`src/rtl/nibble_serial_adder_if.sv`:
```
// Operand/result handshake bundle for nibble_serial_adder.
// The ovf signal exists only when NSA_OVF_DETECT_EN is defined.
interface nibble_serial_adder_if #(
   parameter int WIDTH = 16
);
   logic             in_valid;
   logic             in_ready;
   logic [WIDTH-1:0] a;
   logic [WIDTH-1:0] b;
   logic             c_in;
   logic             out_valid;
   logic             out_ready;
   logic [WIDTH-1:0] sum;
   logic             c_out;
`ifdef NSA_OVF_DETECT_EN
   logic             ovf;
`endif

   modport master (
`ifdef NSA_OVF_DETECT_EN
      input  ovf,
`endif
      output in_valid, a, b, c_in, out_ready,
      input  in_ready, out_valid, sum, c_out
   );

   modport slave (
`ifdef NSA_OVF_DETECT_EN
      output ovf,
`endif
      input  in_valid, a, b, c_in, out_ready,
      output in_ready, out_valid, sum, c_out
   );
endinterface

```
`src/rtl/nibble_serial_adder.sv`:
```
// Multi-cycle WIDTH-bit adder pushing one nibble per clock through a 4-bit ripple-carry adder.
// Optional signed-overflow output enabled by defining NSA_OVF_DETECT_EN.
module nibble_serial_adder #(
   parameter int WIDTH = 16
) (
   input  logic                 clk,
   input  logic                 rst_n,
   nibble_serial_adder_if.slave bus
);
   localparam int N    = WIDTH / 4;
   localparam int IDXW = (N > 1) ? $clog2(N) : 1;

   typedef enum logic [1:0] {IDLE, RUN, DONE} state_t;

   state_t           state_q, state_d;
   logic [IDXW-1:0]  idx_q, idx_d;
   logic             carry_q, carry_d;
   logic [WIDTH-1:0] opA_q, opA_d;
   logic [WIDTH-1:0] opB_q, opB_d;
   logic [WIDTH-1:0] sum_q, sum_d;
`ifdef NSA_OVF_DETECT_EN
   logic             aMsb_q, aMsb_d;
   logic             bMsb_q, bMsb_d;
`endif

   logic [3:0]       nibA;
   logic [3:0]       nibB;
   logic [3:0]       rcaSum;
   logic [4:0]       rcaChain;

   // The single shared 4-bit ripple-carry stage, fed from the current nibble and carry register
   always_comb begin
      nibA        = opA_q[4*idx_q +: 4];
      nibB        = opB_q[4*idx_q +: 4];
      rcaChain    = '0;
      rcaSum      = '0;
      rcaChain[0] = carry_q;
      for (int i = 0; i < 4; i++) begin
         rcaSum[i]     = nibA[i] ^ nibB[i] ^ rcaChain[i];
         rcaChain[i+1] = (nibA[i] & nibB[i]) | (rcaChain[i] & (nibA[i] ^ nibB[i]));
      end
   end

   always_ff @(posedge clk) begin
      if (!rst_n) begin
         state_q <= IDLE;
         idx_q   <= '0;
         carry_q <= 1'b0;
         opA_q   <= '0;
         opB_q   <= '0;
         sum_q   <= '0;
`ifdef NSA_OVF_DETECT_EN
         aMsb_q  <= 1'b0;
         bMsb_q  <= 1'b0;
`endif
      end else begin
         state_q <= state_d;
         idx_q   <= idx_d;
         carry_q <= carry_d;
         opA_q   <= opA_d;
         opB_q   <= opB_d;
         sum_q   <= sum_d;
`ifdef NSA_OVF_DETECT_EN
         aMsb_q  <= aMsb_d;
         bMsb_q  <= bMsb_d;
`endif
      end
   end

   always_comb begin
      state_d = state_q;
      idx_d   = idx_q;
      carry_d = carry_q;
      opA_d   = opA_q;
      opB_d   = opB_q;
      sum_d   = sum_q;
`ifdef NSA_OVF_DETECT_EN
      aMsb_d  = aMsb_q;
      bMsb_d  = bMsb_q;
`endif
      case (state_q)
         IDLE: begin
            if (bus.in_valid) begin
               opA_d   = bus.a;
               opB_d   = bus.b;
               carry_d = bus.c_in;
               idx_d   = '0;
`ifdef NSA_OVF_DETECT_EN
               aMsb_d  = bus.a[WIDTH-1];
               bMsb_d  = bus.b[WIDTH-1];
`endif
               state_d = RUN;
            end
         end
         RUN: begin
            sum_d[4*idx_q +: 4] = rcaSum;
            carry_d             = rcaChain[4];
            if (idx_q == IDXW'(N - 1)) begin
               idx_d   = '0;
               state_d = DONE;
            end else begin
               idx_d = idx_q + IDXW'(1);
            end
         end
         DONE: begin
            if (bus.out_ready) begin
               state_d = IDLE;
            end
         end
         default: state_d = IDLE;
      endcase
   end

   assign bus.in_ready  = (state_q == IDLE);
   assign bus.out_valid = (state_q == DONE);
   assign bus.sum       = sum_q;
   assign bus.c_out     = carry_q;
`ifdef NSA_OVF_DETECT_EN
   assign bus.ovf = (state_q == DONE) && (aMsb_q == bMsb_q) && (sum_q[WIDTH-1] != aMsb_q);
`endif
endmodule
```
`src/flat_wrapper.sv`:
```
// flat-port wrapper written by rule: the top's interface ports become plain ports
module nibble_serial_adder_flat 
#(
   parameter int WIDTH = 16
)
  (clk, rst_n, bus_in_valid, bus_a, bus_b, bus_c_in, bus_out_ready, bus_in_ready, bus_out_valid, bus_sum, bus_c_out);
  nibble_serial_adder_if #(.WIDTH(WIDTH)) bus_i ();
  input  logic clk;
  input  logic rst_n;
  input wire logic [$bits(bus_i.in_valid)-1:0] bus_in_valid;
  input wire logic [$bits(bus_i.a)-1:0] bus_a;
  input wire logic [$bits(bus_i.b)-1:0] bus_b;
  input wire logic [$bits(bus_i.c_in)-1:0] bus_c_in;
  input wire logic [$bits(bus_i.out_ready)-1:0] bus_out_ready;
  output wire logic [$bits(bus_i.in_ready)-1:0] bus_in_ready;
  output wire logic [$bits(bus_i.out_valid)-1:0] bus_out_valid;
  output wire logic [$bits(bus_i.sum)-1:0] bus_sum;
  output wire logic [$bits(bus_i.c_out)-1:0] bus_c_out;
  assign bus_i.in_valid = bus_in_valid;
  assign bus_i.a = bus_a;
  assign bus_i.b = bus_b;
  assign bus_i.c_in = bus_c_in;
  assign bus_i.out_ready = bus_out_ready;
  assign bus_in_ready = bus_i.in_ready;
  assign bus_out_valid = bus_i.out_valid;
  assign bus_sum = bus_i.sum;
  assign bus_c_out = bus_i.c_out;
  nibble_serial_adder #(.WIDTH(WIDTH)) u_core (.clk(clk), .rst_n(rst_n), .bus(bus_i));
endmodule
```
`config.mk`:
```
export PLATFORM = sky130hd
export DESIGN_NAME = nibble_serial_adder_flat
export DESIGN_NICKNAME = d
export VERILOG_FILES = /design/src/rtl/nibble_serial_adder_if.sv /design/src/rtl/nibble_serial_adder.sv /design/src/flat_wrapper.sv
export SDC_FILE = /design/constraint.sdc
export NUM_CORES = 1
export LEC_CHECK = 0
export CAP_MARGIN = 20
export CORE_AREA = 2 2 82 84
export CTS_CLUSTER_DIAMETER = 200
export DETAILED_ROUTE_END_ITERATION = 10
export DIE_AREA = 0 0 84 86
export PLACE_DENSITY = 0.69
export REMOVE_ABC_BUFFERS = 1
export SETUP_SLACK_MARGIN = 0.1
export SLEW_MARGIN = 20
export SYNTH_ARGS = -nofsm -noshare
export SYNTH_HDL_FRONTEND = slang
export SYNTH_SLANG_ARGS = --single-unit
```
`constraint.sdc`:
```
create_clock -name clk -period 3.5 [get_ports clk]
set_input_delay 0.7 -clock clk [delete_from_list [all_inputs] [get_ports clk]]
set_output_delay 0.7 -clock clk [all_outputs]
set_load 0.1 [all_outputs]
```
==> results.json, run 1 <==
{
  "required_ps": 3730,
  "clock_latency_ps": 300,
  "layout-drive-gt1-share_pct": 7.59,
  "p_sw_mw": 0.317,
  "vias": 1953,
  "netlist_area_sq_um": 2460,
  "clockBufferDepth": 2,
  "fin_setup_tns_ps": 0,
  "async_flop_share_pct": 0,
  "path_clk_slew_ps": 90,
  "grt_max_degree": 58,
  "drtIter0Drc": 67,
  "antenna_left": 0,
  "p_comb_share_pct": 16.5,
  "avgViaCountPerCell": 4.97,
  "relSlewSlack_pct": 34.7,
  "grt_setup_unrepaired": "false",
  "cts_tree": "built",
  "fin_area_sq_um": 3180,
  "hold_viol_final": 0,
  "numCtsBuffers": 5,
  "synth-main-ff-cell": "dfxtp_1",
  "power.share.switching_pct": 24.8,
  "placed_cells": 385,
  "grtUsageTotal_pct": 15.1,
  "syn_inst": 268,
  "p_seq_share_pct": 50.6,
  "cp_data_arrival_time_ps": 3210,
  "powerDensity_nw_per_um2": 403,
  "min_period_ps": 2980,
  "antenna_found_initial": 0,
  "row_count": 29,
  "fmax_mhz": 335,
  "worstSetupPathType": "flip-flop to flip-flop",
  "port_buffers": 55,
  "final_cell_mix": "nand2_1, clkdlybuf4s50_1, dfxtp_1",
  "die_area_sq_um": 7220,
  "gp_congestion": 0.811,
  "yosys_warnings": 0,
  "synth_cell_type_count": 28,
  "place_hpwl_mm": 3.83,
  "finalClockSkew_ps": 5.90,
  "synth_edf_count": 0,
  "final_common_cell": "nand2_1",
  "ctsHoldBuffers": 0,
  "min_path_type": "flip-flop to flip-flop",
  "clock_sinks": 53,
  "place_area_sq_um": 3060,
  "initial_core_util_pct": 39.2,
  "setup_violations": 0,
  "core_sq_um": 6280,
  "ctsResizeCount": 0,
  "yosysSeqAreaShare_pct": 43.2,
  "clock_power_share_pct": 32.9,
  "area_delta_synth_final_pct": 29.2,
  "die_h_um": 86,
  "finish.utilization_pct": 50.6,
  "period_share_pct": 85.2,
  "drv_slew": 0,
  "htree_levels": 2,
  "ir_drop_uv": 237,
  "synth-seq-cells": 53,
  "p_int_mw": 0.963,
  "grt_pass1_vias": 1952,
  "fin_nets": 362,
  "cp-start-kind": "flip-flop",
  "critical_path.max_fanout": 9,
  "post_cts_buffers": 0,
  "drc": 0,
  "firstDrtPassIters": 4,
  "grt_overflow": 0,
  "post_drt_wl_per_cell_um": 13.1,
  "ioPinCount": 56,
  "cap_violations": 0,
  "drt-total-wl_mm": 5.13,
  "avgSynthCellArea_sq_um": 9.17,
  "crit_path_end_kind": "flip-flop",
  "antennaDiodeCount": 0,
  "grt_pass1_wl_mm": 8.90,
  "p_leak_nw": 1.16,
  "status": "finished clean",
  "cts_root_buffer": "clkbuf_8",
  "die_w_um": 84,
  "layoutNonFillerInstCount": 393,
  "fin_hold_ws_ps": 453,
  "worst_pin_slew_ps": 979
}
-- registers in the layout (all words and copies together) (netlist names) --
register and count:
u_core.opA_q 16, u_core.idx_q 2, u_core.bus.sum 16, u_core.state_q 2, u_core.bus.c_out 1, u_core.opB_q 16
-- synth_stat cells, types with 2 or more instances --
master    number  area, sq um
mux4_2         8          180
nand2b_1       2         12.5
nor3b_2        2         25.0
clkbuf_1      16         60.1
inv_1         11         41.3
nor2b_1        6         37.5
o22ai_1        8         50.1
a22oi_1        3         22.5
ha_1           6         75.1
nand2_1       83          312
nand4b_1       6         52.6
buf_2          2         10.0
nand4_1        3         18.8
a21boi_1      40          300
and3b_1        2         17.5
nand3b_1       2         15.0
nor3b_1        2         15.0
dfxtp_1       53         1060
fa_1           4         80.1
-- kinds of logic after synthesis --
logic type | synth area share (%)
AND/OR/NAND/NOR | 21.9
AO/OA/AOI/OAI | 16.1
flip-flops | 43.2
buffers and inverters | 4.83
adder cells (fa/ha/maj) | 6.31
multiplexers | 7.74
-- power by group through the flow --
stage               Sequential (mW)  Clock [mW]  Combinational (mW)
floorplan                     0.682           0               0.102
global placement              0.663           0               0.210
detailed placement            0.663           0               0.213
CTS                           0.649       0.432               0.214
global route                  0.653       0.459               0.231
finish                        0.648       0.421               0.211
-- cell type report --
class / instances / area, sq um
Clock buffer: 7 / 86.3
Clock inverter: 1 / 30.0
Fill cell: 634 / 3100
Inverter: 11 / 41.3
Multi-Input combinational cell: 185 / 1280
Sequential cell: 53 / 1060
Tap cell: 77 / 96.3
Timing Repair Buffer: 59 / 576
-- layer usage --
metal,GRT usage (%),wire [um],vias to the layer above
met3,3.37,233,5
met2,26.5,2540,43
met5,0,0,-
met4,4.40,64,0
li1,-,-,996
met1,18.8,2290,909
-- through the flow --
stage / power, mW / setup WS, ps
floorplan: 0.785 / 564
global placement: 0.873 / 616
detailed placement: 0.876 / 503
CTS: 1.30 / 479
global route: 1.34 / 324
finish: 1.28 / 519
-- worst max-delay path, stage by stage (launching register included) --
cell and delay (ps):
dfxtp_1 650, mux4_2 560, inv_1 90, fa_1 200, fa_1 160, inv_1 50
fa_1 370, fa_1 560, nand2_1 90, o22ai_1 180
-- worst paths after layout --
| check | slack, ps | cells past startpoint | start | endpoint |
|---|---|---|---|---|
| min | 450 | 2 | u_core.bus.sum[4] | u_core.bus.sum[4] |
| min reg2reg | 450 | 2 | u_core.bus.sum[4] | u_core.bus.sum[4] |
| max reg2reg | 520 | 9 | u_core.idx_q[0] | u_core.bus.sum[3] |
| max | 520 | 9 | u_core.idx_q[0] | u_core.bus.sum[3] |
Note: power is estimated with default switching activity, not from simulation.
==> run 2, diff against run 1 <==
--- a/config.mk
+++ b/config.mk
@@ -10,6 +10,7 @@
 export CTS_CLUSTER_DIAMETER = 200
 export DETAILED_ROUTE_END_ITERATION = 10
 export DIE_AREA = 0 0 84 86
+export MAX_ROUTING_LAYER = met4
 export PLACE_DENSITY = 0.69
 export REMOVE_ABC_BUFFERS = 1
 export SETUP_SLACK_MARGIN = 0.1
==> results.json, run 2 (synthesis gave the netlist of run 1 again) <==
{
  "status": "finished clean",
  "min_path_type": "flip-flop to flip-flop",
  "powerDensity_nw_per_um2": 403,
  "grt_pass1_vias": 1949,
  "place_hpwl_mm": 3.83,
  "drt-total-wl_mm": 5.14,
  "reg2reg_depth": 9,
  "critPathMaxStageDelay_ps": 650,
  "place_worst_setup_slack_ps": 503,
  "grt_max_degree": 58,
  "fin_setup_tns_ps": 0,
  "post_drt_wl_per_cell_um": 13.1,
  "grt_pass1_wl_mm": 8.90,
  "cp_data_arrival_time_ps": 3210,
  "gp_congestion": 0.823,
  "grtUsageTotal_pct": 15.6,
  "drc": 0,
  "fin_hold_ws_ps": 453,
  "grt_overflow": 0,
  "ir_drop_uv": 237,
  "grt_setup_unrepaired": "false",
  "ioPinCount": 56,
  "fin_nets": 362,
  "cp-start-kind": "flip-flop",
  "firstDrtPassIters": 4,
  "core_sq_um": 6280,
  "port_buffers": 55,
  "finalClockSkew_ps": 6.50,
  "drv_slew": 0,
  "setup_slack_ps": 520,
  "drtIter0Drc": 81,
  "die_h_um": 86,
  "critical_path.max_fanout": 9,
  "relSlewSlack_pct": 34.7,
  "post_cts_buffers": 0,
  "crit_path_end_kind": "flip-flop",
  "ctsResizeCount": 0,
  "cts_tree": "built",
  "antenna_found_initial": 0,
  "die_area_sq_um": 7220,
  "final_common_cell": "nand2_1",
  "area_delta_synth_final_pct": 29.2,
  "p_leak_nw": 1.16,
  "cp_slowest_cell": "dfxtp_1",
  "path_clk_slew_ps": 90,
  "vias": 1958,
  "layout-drive-gt1-share_pct": 7.59,
  "avgViaCountPerCell": 4.98,
  "initial_core_util_pct": 39.2,
  "antennaDiodeCount": 0,
  "period_share_pct": 85.2,
  "antenna_left": 0,
  "final_cell_mix": "nand2_1, clkdlybuf4s50_1, dfxtp_1",
  "setup_violations": 0,
  "htree_levels": 2,
  "min_period_ps": 2980,
  "hold_depth": 2,
  "fmax_mhz": 336,
  "crit_chain": "mux4_2 -> inv_1 -> fa_1 -> fa_1 -> inv_1 -> fa_1 -> fa_1 -> nand2_1 -> o22ai_1",
  "clockBufferDepth": 2,
  "clock_latency_ps": 300,
  "clock_sinks": 53,
  "die_w_um": 84,
  "hold_viol_final": 0,
  "worstSetupPathType": "flip-flop to flip-flop",
  "numCtsBuffers": 5,
  "worst_pin_slew_ps": 980,
  "finalPower_mw": 1.28,
  "cap_violations": 0,
  "row_count": 29,
  "cts_root_buffer": "clkbuf_8",
  "ctsHoldBuffers": 0,
  "required_ps": 3730,
  "critPathMostFrequentCell": "fa_1"
}
[run 2: critical path: cells and delay by family (launching register included)]
kind / cells / cell delay (ps)
buf+inv: 2 / 140
fa+ha+maj: 4 / 1300
mux: 1 / 560
simple gates: 1 / 90
flops: 1 / 650
compound gates: 1 / 180
[run 2: cell type report]
class / count / area, sq um
clock buffers: 7 / 86.3
inverters: 11 / 41.3
fillers: 634 / 3100
clock inverters: 1 / 30.0
multi-input cells: 185 / 1280
well taps: 77 / 96.3
flip-flops and latches: 53 / 1060
repair buffers: 59 / 576
[run 2: worst paths after layout]
kind	start	slack, ps	to
worst min register to register	u_core.bus.sum[4]	450	u_core.bus.sum[4]
worst max register to register	u_core.idx_q[0]	520	u_core.bus.sum[3]
worst min-delay path	u_core.bus.sum[4]	450	u_core.bus.sum[4]
worst max-delay path	u_core.idx_q[0]	520	u_core.bus.sum[3]
[run 2: metrics by stage]
stage	cell area, sq um	instances	util, %
finish	3180	393	50.6
global route	3180	393	50.6
CTS	3180	393	50.6
detailed placement	3060	385	48.7
global placement	3060	385	48.7
floorplan	2380	249	-
[run 2: power by group]
part | switching [mW] | total [mW] | leakage, nW | internal, mW
Clock | 0.188 | 0.421 | 0.0585 | 0.233
Sequential | 0.0198 | 0.648 | 0.433 | 0.629
Combinational | 0.110 | 0.211 | 0.669 | 0.101
[run 2: metal layers]
layer,global-route usage (%),wire [um],vias to the layer above,share of wire (%)
met1,18.8,2350,915,46
met4,4.40,55,0,1.1
met3,3.37,201,4,3.9
met5,-,0,-,0
li1,-,-,998,-
met2,26.5,2540,41,49
